### src/rtl/axi_pkg.sv
// Shared AXI encodings and bridge FSM states for the CPU-side AXI master bridge.
package axi_pkg;

  localparam logic [1:0] AXI_BURST_INCR = 2'b01;

  localparam logic [1:0] AXI_RESP_OKAY   = 2'b00;
  localparam logic [1:0] AXI_RESP_EXOKAY = 2'b01;
  localparam logic [1:0] AXI_RESP_SLVERR = 2'b10;
  localparam logic [1:0] AXI_RESP_DECERR = 2'b11;

  typedef enum logic [2:0] {
    ST_IDLE = 3'd0,
    ST_AR   = 3'd1,
    ST_RD   = 3'd2,
    ST_AW   = 3'd3,
    ST_WD   = 3'd4,
    ST_BR   = 3'd5
  } bridge_state_t;

endpackage

### src/rtl/axi_master_bridge.sv
// Single-outstanding AXI master: turns one CPU request into one INCR burst,
// streaming read beats to rd_* and pulling write beats from wd_*.
module axi_master_bridge
  import axi_pkg::*;
#(
  parameter logic [3:0] AXI_ID = 4'd0,
  parameter int         DW     = 64,
  parameter int         AW     = 32
) (
  input  logic            aclk,
  input  logic            aresetn,
  input  logic            req_valid,
  output logic            req_ready,
  input  logic            req_write,
  input  logic [AW-1:0]   req_addr,
  input  logic [7:0]      req_len,
  input  logic [2:0]      req_size,
  input  logic [3:0]      req_id,
  input  logic            wd_valid,
  output logic            wd_ready,
  input  logic [DW-1:0]   wd_data,
  input  logic [DW/8-1:0] wd_strb,
  output logic            rd_valid,
  input  logic            rd_ready,
  output logic [DW-1:0]   rd_data,
  output logic            rd_last,
  output logic [1:0]      rd_resp,
  output logic            wr_done,
  output logic [1:0]      wr_resp,
  output logic            err,
  output logic [AW-1:0]   araddr,
  output logic [3:0]      arid,
  output logic [7:0]      arlen,
  output logic [2:0]      arsize,
  output logic [1:0]      arburst,
  output logic [1:0]      arlock,
  output logic [3:0]      arcache,
  output logic [2:0]      arprot,
  output logic            arvalid,
  input  logic            arready,
  input  logic [3:0]      rid,
  input  logic [DW-1:0]   rdata,
  input  logic [1:0]      rresp,
  input  logic            rlast,
  input  logic            rvalid,
  output logic            rready,
  output logic [AW-1:0]   awaddr,
  output logic [3:0]      awid,
  output logic [7:0]      awlen,
  output logic [2:0]      awsize,
  output logic [1:0]      awburst,
  output logic [1:0]      awlock,
  output logic [3:0]      awcache,
  output logic [2:0]      awprot,
  output logic            awvalid,
  input  logic            awready,
  output logic [3:0]      wid,
  output logic [DW-1:0]   wdata,
  output logic [DW/8-1:0] wstrb,
  output logic            wlast,
  output logic            wvalid,
  input  logic            wready,
  input  logic [3:0]      bid,
  input  logic [1:0]      bresp,
  input  logic            bvalid,
  output logic            bready
);

  bridge_state_t state;
  logic [7:0]    beat_cnt;
  logic [AW-1:0] addr_r;
  logic [7:0]    len_r;
  logic [2:0]    size_r;
  logic [3:0]    id_r;
  logic [1:0]    wr_resp_r;
  logic          err_r;
  logic          wr_done_r;

  logic accept, r_hs, w_hs, b_hs, at_last;

  assign accept  = (state == ST_IDLE) && req_valid;
  assign r_hs    = (state == ST_RD) && rvalid && rd_ready;
  assign w_hs    = (state == ST_WD) && wd_valid && wready;
  assign b_hs    = (state == ST_BR) && bvalid;
  assign at_last = (beat_cnt == len_r);

  // Control: FSM, beat counter, sticky error and completion pulse
  always_ff @(posedge aclk) begin
    if (!aresetn) begin
      state     <= ST_IDLE;
      beat_cnt  <= 8'd0;
      err_r     <= 1'b0;
      wr_done_r <= 1'b0;
      id_r      <= AXI_ID;
    end else begin
      wr_done_r <= 1'b0;
      case (state)
        ST_IDLE: if (accept) begin
          state    <= req_write ? ST_AW : ST_AR;
          beat_cnt <= 8'd0;
          id_r     <= req_id;
        end
        ST_AR: if (arready) state <= ST_RD;
        ST_RD: if (r_hs) begin
          beat_cnt <= beat_cnt + 8'd1;
          // A misplaced or missing rlast is flagged but the burst still ends on rlast
          if ((rlast != at_last) || (rid != id_r)) err_r <= 1'b1;
          if (rlast) state <= ST_IDLE;
        end
        ST_AW: if (awready) state <= ST_WD;
        ST_WD: if (w_hs) begin
          beat_cnt <= beat_cnt + 8'd1;
          if (at_last) state <= ST_BR;
        end
        ST_BR: if (b_hs) begin
          wr_done_r <= 1'b1;
          if (bid != id_r) err_r <= 1'b1;
          state <= ST_IDLE;
        end
        default: state <= ST_IDLE;
      endcase
    end
  end

  // Data: request fields and B response, no reset needed
  always_ff @(posedge aclk) begin
    if (accept) begin
      addr_r <= req_addr;
      len_r  <= req_len;
      size_r <= req_size;
    end
    if (b_hs) wr_resp_r <= bresp;
  end

  assign req_ready = (state == ST_IDLE);
  assign wr_done   = wr_done_r;
  assign wr_resp   = wr_resp_r;
  assign err       = err_r;

  assign arvalid = (state == ST_AR);
  assign araddr  = addr_r;
  assign arid    = id_r;
  assign arlen   = len_r;
  assign arsize  = size_r;
  assign arburst = AXI_BURST_INCR;
  assign arlock  = 2'b00;
  assign arcache = 4'b0000;
  assign arprot  = 3'b000;

  assign rready   = (state == ST_RD) && rd_ready;
  assign rd_valid = (state == ST_RD) && rvalid;
  assign rd_data  = rdata;
  assign rd_last  = rlast;
  assign rd_resp  = rresp;

  assign awvalid = (state == ST_AW);
  assign awaddr  = addr_r;
  assign awid    = id_r;
  assign awlen   = len_r;
  assign awsize  = size_r;
  assign awburst = AXI_BURST_INCR;
  assign awlock  = 2'b00;
  assign awcache = 4'b0000;
  assign awprot  = 3'b000;

  assign wvalid   = (state == ST_WD) && wd_valid;
  assign wd_ready = (state == ST_WD) && wready;
  assign wdata    = wd_data;
  assign wstrb    = wd_strb;
  assign wlast    = at_last;
  assign wid      = id_r;

  assign bready = (state == ST_BR);

endmodule

### config.mk
export PLATFORM = sky130hd
export DESIGN_NAME = axi_master_bridge
export DESIGN_NICKNAME = d
export VERILOG_FILES = /design/src/rtl/axi_pkg.sv /design/src/rtl/axi_master_bridge.sv
export SDC_FILE = /design/constraint.sdc
export NUM_CORES = 1
export LEC_CHECK = 0
export BUFFER_PORTS_ARGS = -buffer_cell sky130_fd_sc_hd__buf_4
export CORE_AREA = 2 2 184 186
export DETAILED_ROUTE_END_ITERATION = 8
export DIE_AREA = 0 0 186 188
export PLACE_DENSITY = 0.43
export RECOVER_POWER = 50
export SKIP_LAST_GASP = 1
export SYNTH_ARGS = -nofsm -noshare
export SYNTH_HDL_FRONTEND = slang
export SYNTH_SLANG_ARGS = --single-unit
### constraint.sdc
create_clock -name aclk -period 2.4 [get_ports aclk]
set_input_delay 0.36 -clock aclk [delete_from_list [all_inputs] [get_ports aclk]]
set_output_delay 0.36 -clock aclk [all_outputs]
set_load 0.01 [all_outputs]
After elaboration in Yosys (flattened, before gate mapping)
Cells that the tools add are included.

Register bits after elaboration: 62. Output and inout port bits: 272. Word-level logic and storage cells: 66.

$add $sub $neg: 1. Equal/unequal tests: 19. Multiplexer cells: 20. Reduce and logical (&&, ||, !) cells: 17.

Operator list (count): $mux W3 (8); $mux W8 (3); $pmux W8 S3 (1); $pmux W3 S6 (1); $ne A2 B1 Y1 const B (6); $add A8 B1 Y8 const B (1); $eq A8 B8 Y1 (1); $logic_and A1 B1 Y1 (8); $ne A2 B2 Y1 const B (4); $ne A4 B4 Y1 (2); $reduce_and A8 Y1 (1); $eq A3 B2 Y1 const B (2); $eq A3 B3 Y1 const B (2); $mux W1 (5); $reduce_and A5 Y1 (1); $reduce_and A2 Y1 (2); $reduce_and A4 Y1 (1); $eq A3 B1 Y1 const B (1); $logic_not A3 Y1 (1); $reduce_bool A3 Y1 (1); $mux W2 (1); $pmux W1 S2 (1); $reduce_bool A2 Y1 (1); $logic_or A1 B1 Y1 (1); $ne A1 B1 Y1 (1).

Logic depth before layout (Yosys ltp)
Depth after elaboration: 6. Gate-level depth with buffers: 6.

Least setup slack after synthesis
Ideal clock, no wire load.

Path kind: register to register. From: register state[2]. To: register beat_cnt[6]. Data arrival time: 1.805 ns. Required time: 2.279 ns. Path slack: 0.475 ns. Cell stages (with the launch flop): 7. Path buffers: 0. Cells stage by stage: dfxtp_1 nor3_1 nand2_1 inv_2 nand2b_1 or4_1 nand2_1.

Elaborated cells between the ends (all ways): 14. Those cells by class: eq/ne (5); mux (1); reduce/logical (8).

RTL lines: from (decl) (RTL line axi_master_bridge.sv:69) `bridge_state_t state;`; from (signal assigned) (RTL line axi_master_bridge.sv:99) `state <= req_write ? ST_AW : ST_AR;`; $logic_not A3 Y1; named net req_ready (RTL line axi_master_bridge.sv:13) `output logic req_ready,`; $logic_and A1 B1 Y1 (RTL line axi_master_bridge.sv:81) `assign accept = (state == ST_IDLE) && req_valid;`; named net accept (RTL line axi_master_bridge.sv:79) `logic accept, r_hs, w_hs, b_hs, at_last;`; $ne A2 B1 Y1 (no line); $reduce_and A4 Y1 (no line); to (signal assigned) (RTL line axi_master_bridge.sv:105) `beat_cnt <= beat_cnt + 8'd1;`; to (signal assigned) (RTL line axi_master_bridge.sv:112) `beat_cnt <= beat_cnt + 8'd1;`; to (decl) (RTL line axi_master_bridge.sv:70) `logic [7:0] beat_cnt;`.

The timed path passes the listed nets, and every way through them passes these cells. A chain may end at the register's enable or synchronous reset.

Final worst setup path
From: register len_r[5] (netlist: arlen[5]). To: output port wlast.

Longest elaborated chain between the ends: 1.

RTL lines: from (decl) (RTL line axi_master_bridge.sv:72) `logic [7:0] len_r;`; from (signal assigned) (RTL line axi_master_bridge.sv:129) `len_r <= req_len;`; $eq A8 B8 Y1 (RTL line axi_master_bridge.sv:85) `assign at_last = (beat_cnt == len_r);`; to (decl) (RTL line axi_master_bridge.sv:60) `output logic wlast,`.

No other way between the ends.

==> run metrics <==
Worst Hold Launch=req_addr[1]; RSZ-0062 raised after global routing=false; later-pin clock latency in the skew report=approximately 0.35 ns; Yosys cell types=46; DRT iter0 DRCs=around 110; Hold EP=araddr[1]$_DFFE_PP_; Min Hold Slack=between 0.2 and 0.25 ns; Period Utilization, post-route=roughly 85%; setup violators final=0; Post-synth EDFFs=between 40 and 50; max frequency=about 0.5 GHz; Critical Path Source=arlen[5]$_DFFE_PP_; commonest non-fill, non-tap cell in the layout=buf_4; via count=2,420; commonest cells after routing, fill and taps aside=buf_4, edfxtp_1, clkbuf_4; final WL=between 10,000 and 15,000 um; grt ovf=0; cells after synthesis=around 400; I/O Buffers=180; routability cong.=approximately 0.74; Via density=between 2 and 3; placed wire-length estimate=10,800 um; CP Capture Type=primary output; Hold Crit Depth=1; outcome=completed; First-pass DRT Iterations=4; worst reg-to-reg path cell count=5; post-route setup TNS=0 ns; share of flip-flops with an asynchronous set or reset=0%; area delta synth->final=16.1%; All-Layer GR Usage=under 10%; vias in the first global route=2,354; Worst Path Required=2.04 ns; register bit total from synthesis=62; postcts setup bufs=0; Die Area=approximately 0.035 mm^2; initial antenna violation count=2; Initial Util=12.3%; register area share after synthesis=about two fifths; cts bufs inserted=9; CP Launch Type=register; routed length per instance=15.5 um; Leak Pwr=about 1.9 nW; drt drc=0; Worst Path Max Fanout=4; r2r setup slk=0.62 ns; CTS Hold Buffers Added=0; Hold WC Path Type=input pin to register; clk buf depth=2; number of nets still failing antenna checks after routing=0; Final Critical Period=between 2 and 2.5 ns; global-route wire length before repair=roughly 17,000 um; Ys Warns=0; die height=approximately 190 um; top_reg_cell synth=edfxtp_1; pin count of the biggest net entering global routing=23; share of cells above drive strength 1=between 40 and 50%; Final nets=slightly below 600; PD cells=between 600 and 700 mW/mm^2; die extent in x=between 150 and 200 um; # resized after CTS=0; worst vdd ir=0.320 mV; Fin. Hold Viols=0; Worst Path Arrival=approximately 1.7 ns; Reg-to-Reg Start=state[1]$_SDFFE_PN0P_; CTS tree=yes; clock-pin slew on the worst setup and hold paths=0.06 ns; Setup CP Type=register to primary output; core area=roughly 0.033 mm^2; Synth Area per Inst=roughly 10 um^2; Setup Skew=about 0.010 ns; CTS sink cnt=62; Ports=479; diodes inserted=0; Max Slew Vio Count=0; worst reg2reg endpoint=beat_cnt[1]$_SDFFE_PN0P_; Max-Cap Viols=0; # rows=67; Root Buffer=clkbuf_16; synthesized cell area=0.00408 mm^2; CTS HTree Levels=3
cells by family (layout without fill, tap and decap cells):
logic type                 after synthesis  in the layout  synth area share (%)
DFF                                     62             62                  41.5
xor gates and xnor gates                17             17                  3.65
and+or+nand+nor                         56             56                  8.72
AOI/OAI and AO/OA                       26             26                  4.33
adders and majority gates                1              1                 0.307
muxes                                    5              5                  1.23
other                                    2             22                 0.184
buffers and inverters                  221            204                  40.1
layer usage:
| layer | global-route usage (%) | wire length (um) | vias up |
|---|---|---|---|
| li1 | - | - | 1066 |
| met4 | 5.84 | 826 | 4 |
| met1 | 7.16 | 4470 | 1075 |
| met3 | 5.69 | 2150 | 65 |
| met5 | 0.286 | 24 | - |
| met2 | 9.85 | 5540 | 210 |
synthesized netlist by cell type (all sizes together) (2+ instances only):
cell type / number / area share [%]
a21oi: 6 / 0.74
a31oi: 3 / 0.46
and2: 7 / 1.1
and3: 3 / 0.46
buf: 213 / 39
clkbuf: 5 / 0.46
conb: 2 / 0.18
dfxtp: 17 / 8.4
edfxtp: 45 / 33
inv: 3 / 0.28
mux2i: 5 / 1.2
nand2: 8 / 0.74
nand3: 3 / 0.37
nand4: 3 / 0.46
nand4b: 3 / 0.64
nor2: 2 / 0.18
nor2b: 5 / 0.77
nor3: 2 / 0.25
nor3b: 8 / 1.5
o21ai: 5 / 0.61
or3: 4 / 0.61
xnor2: 13 / 2.8
xor2: 4 / 0.86
report_power, final:
part           switching, W  internal [W]
clock network      0.000514      0.000756
registers         0.0000647       0.00125
logic              0.000300      0.000301
state kept, by name, summed over array words and instances (netlist names):
register  flops
araddr       32
arid          4
arlen         8
arsize        3
beat_cnt      8
err           1
state         3
wr_done       1
wr_resp       2
area by class of cell:
type | instances | area [um^2]
multi-input combinational | 127 | 826
clock buffer | 12 | 258
tap | 448 | 561
sequential | 62 | 1690
clock inverter | 4 | 20.0
timing repair buffer | 185 | 1370
inverter | 3 | 11.3
fill | 3743 | 28400
critical path: stages, from the launching register on:
cell and delay (ns):
edfxtp_1 0.54, xnor2_1 0.20, nand4_1 0.25, nor2_1 0.20, buf_4 0.14
per-stage QoR:
step / area (um^2) / cells / util [%] / total power [W] / worst slack [ns]
6_report: 4730 / 841 / 14.3 / 0.00319 / 0.358
5_1_grt: 4730 / 841 / 14.3 / 0.00336 / 0.241
4_1_cts: 4760 / 841 / 14.4 / 0.00329 / 0.307
3_5_place_dp: 4480 / 825 / 13.5 / 0.00196 / 0.528
3_3_place_gp: 4480 / 825 / 13.5 / 0.00196 / 0.538
2_1_floorplan: 4150 / 410 / - / 0.00191 / 0.475
worst max path at each step:
stage / end / slack, ns
after floorplan: beat_cnt[6]$_SDFFE_PN0P_ / 0.47
after global placement: beat_cnt[1]$_SDFFE_PN0P_ / 0.54
after detailed placement: beat_cnt[1]$_SDFFE_PN0P_ / 0.53
after CTS: wlast / 0.31
after global routing: wlast / 0.24
final: wlast / 0.36
Power figures use the tool's default switching activity.
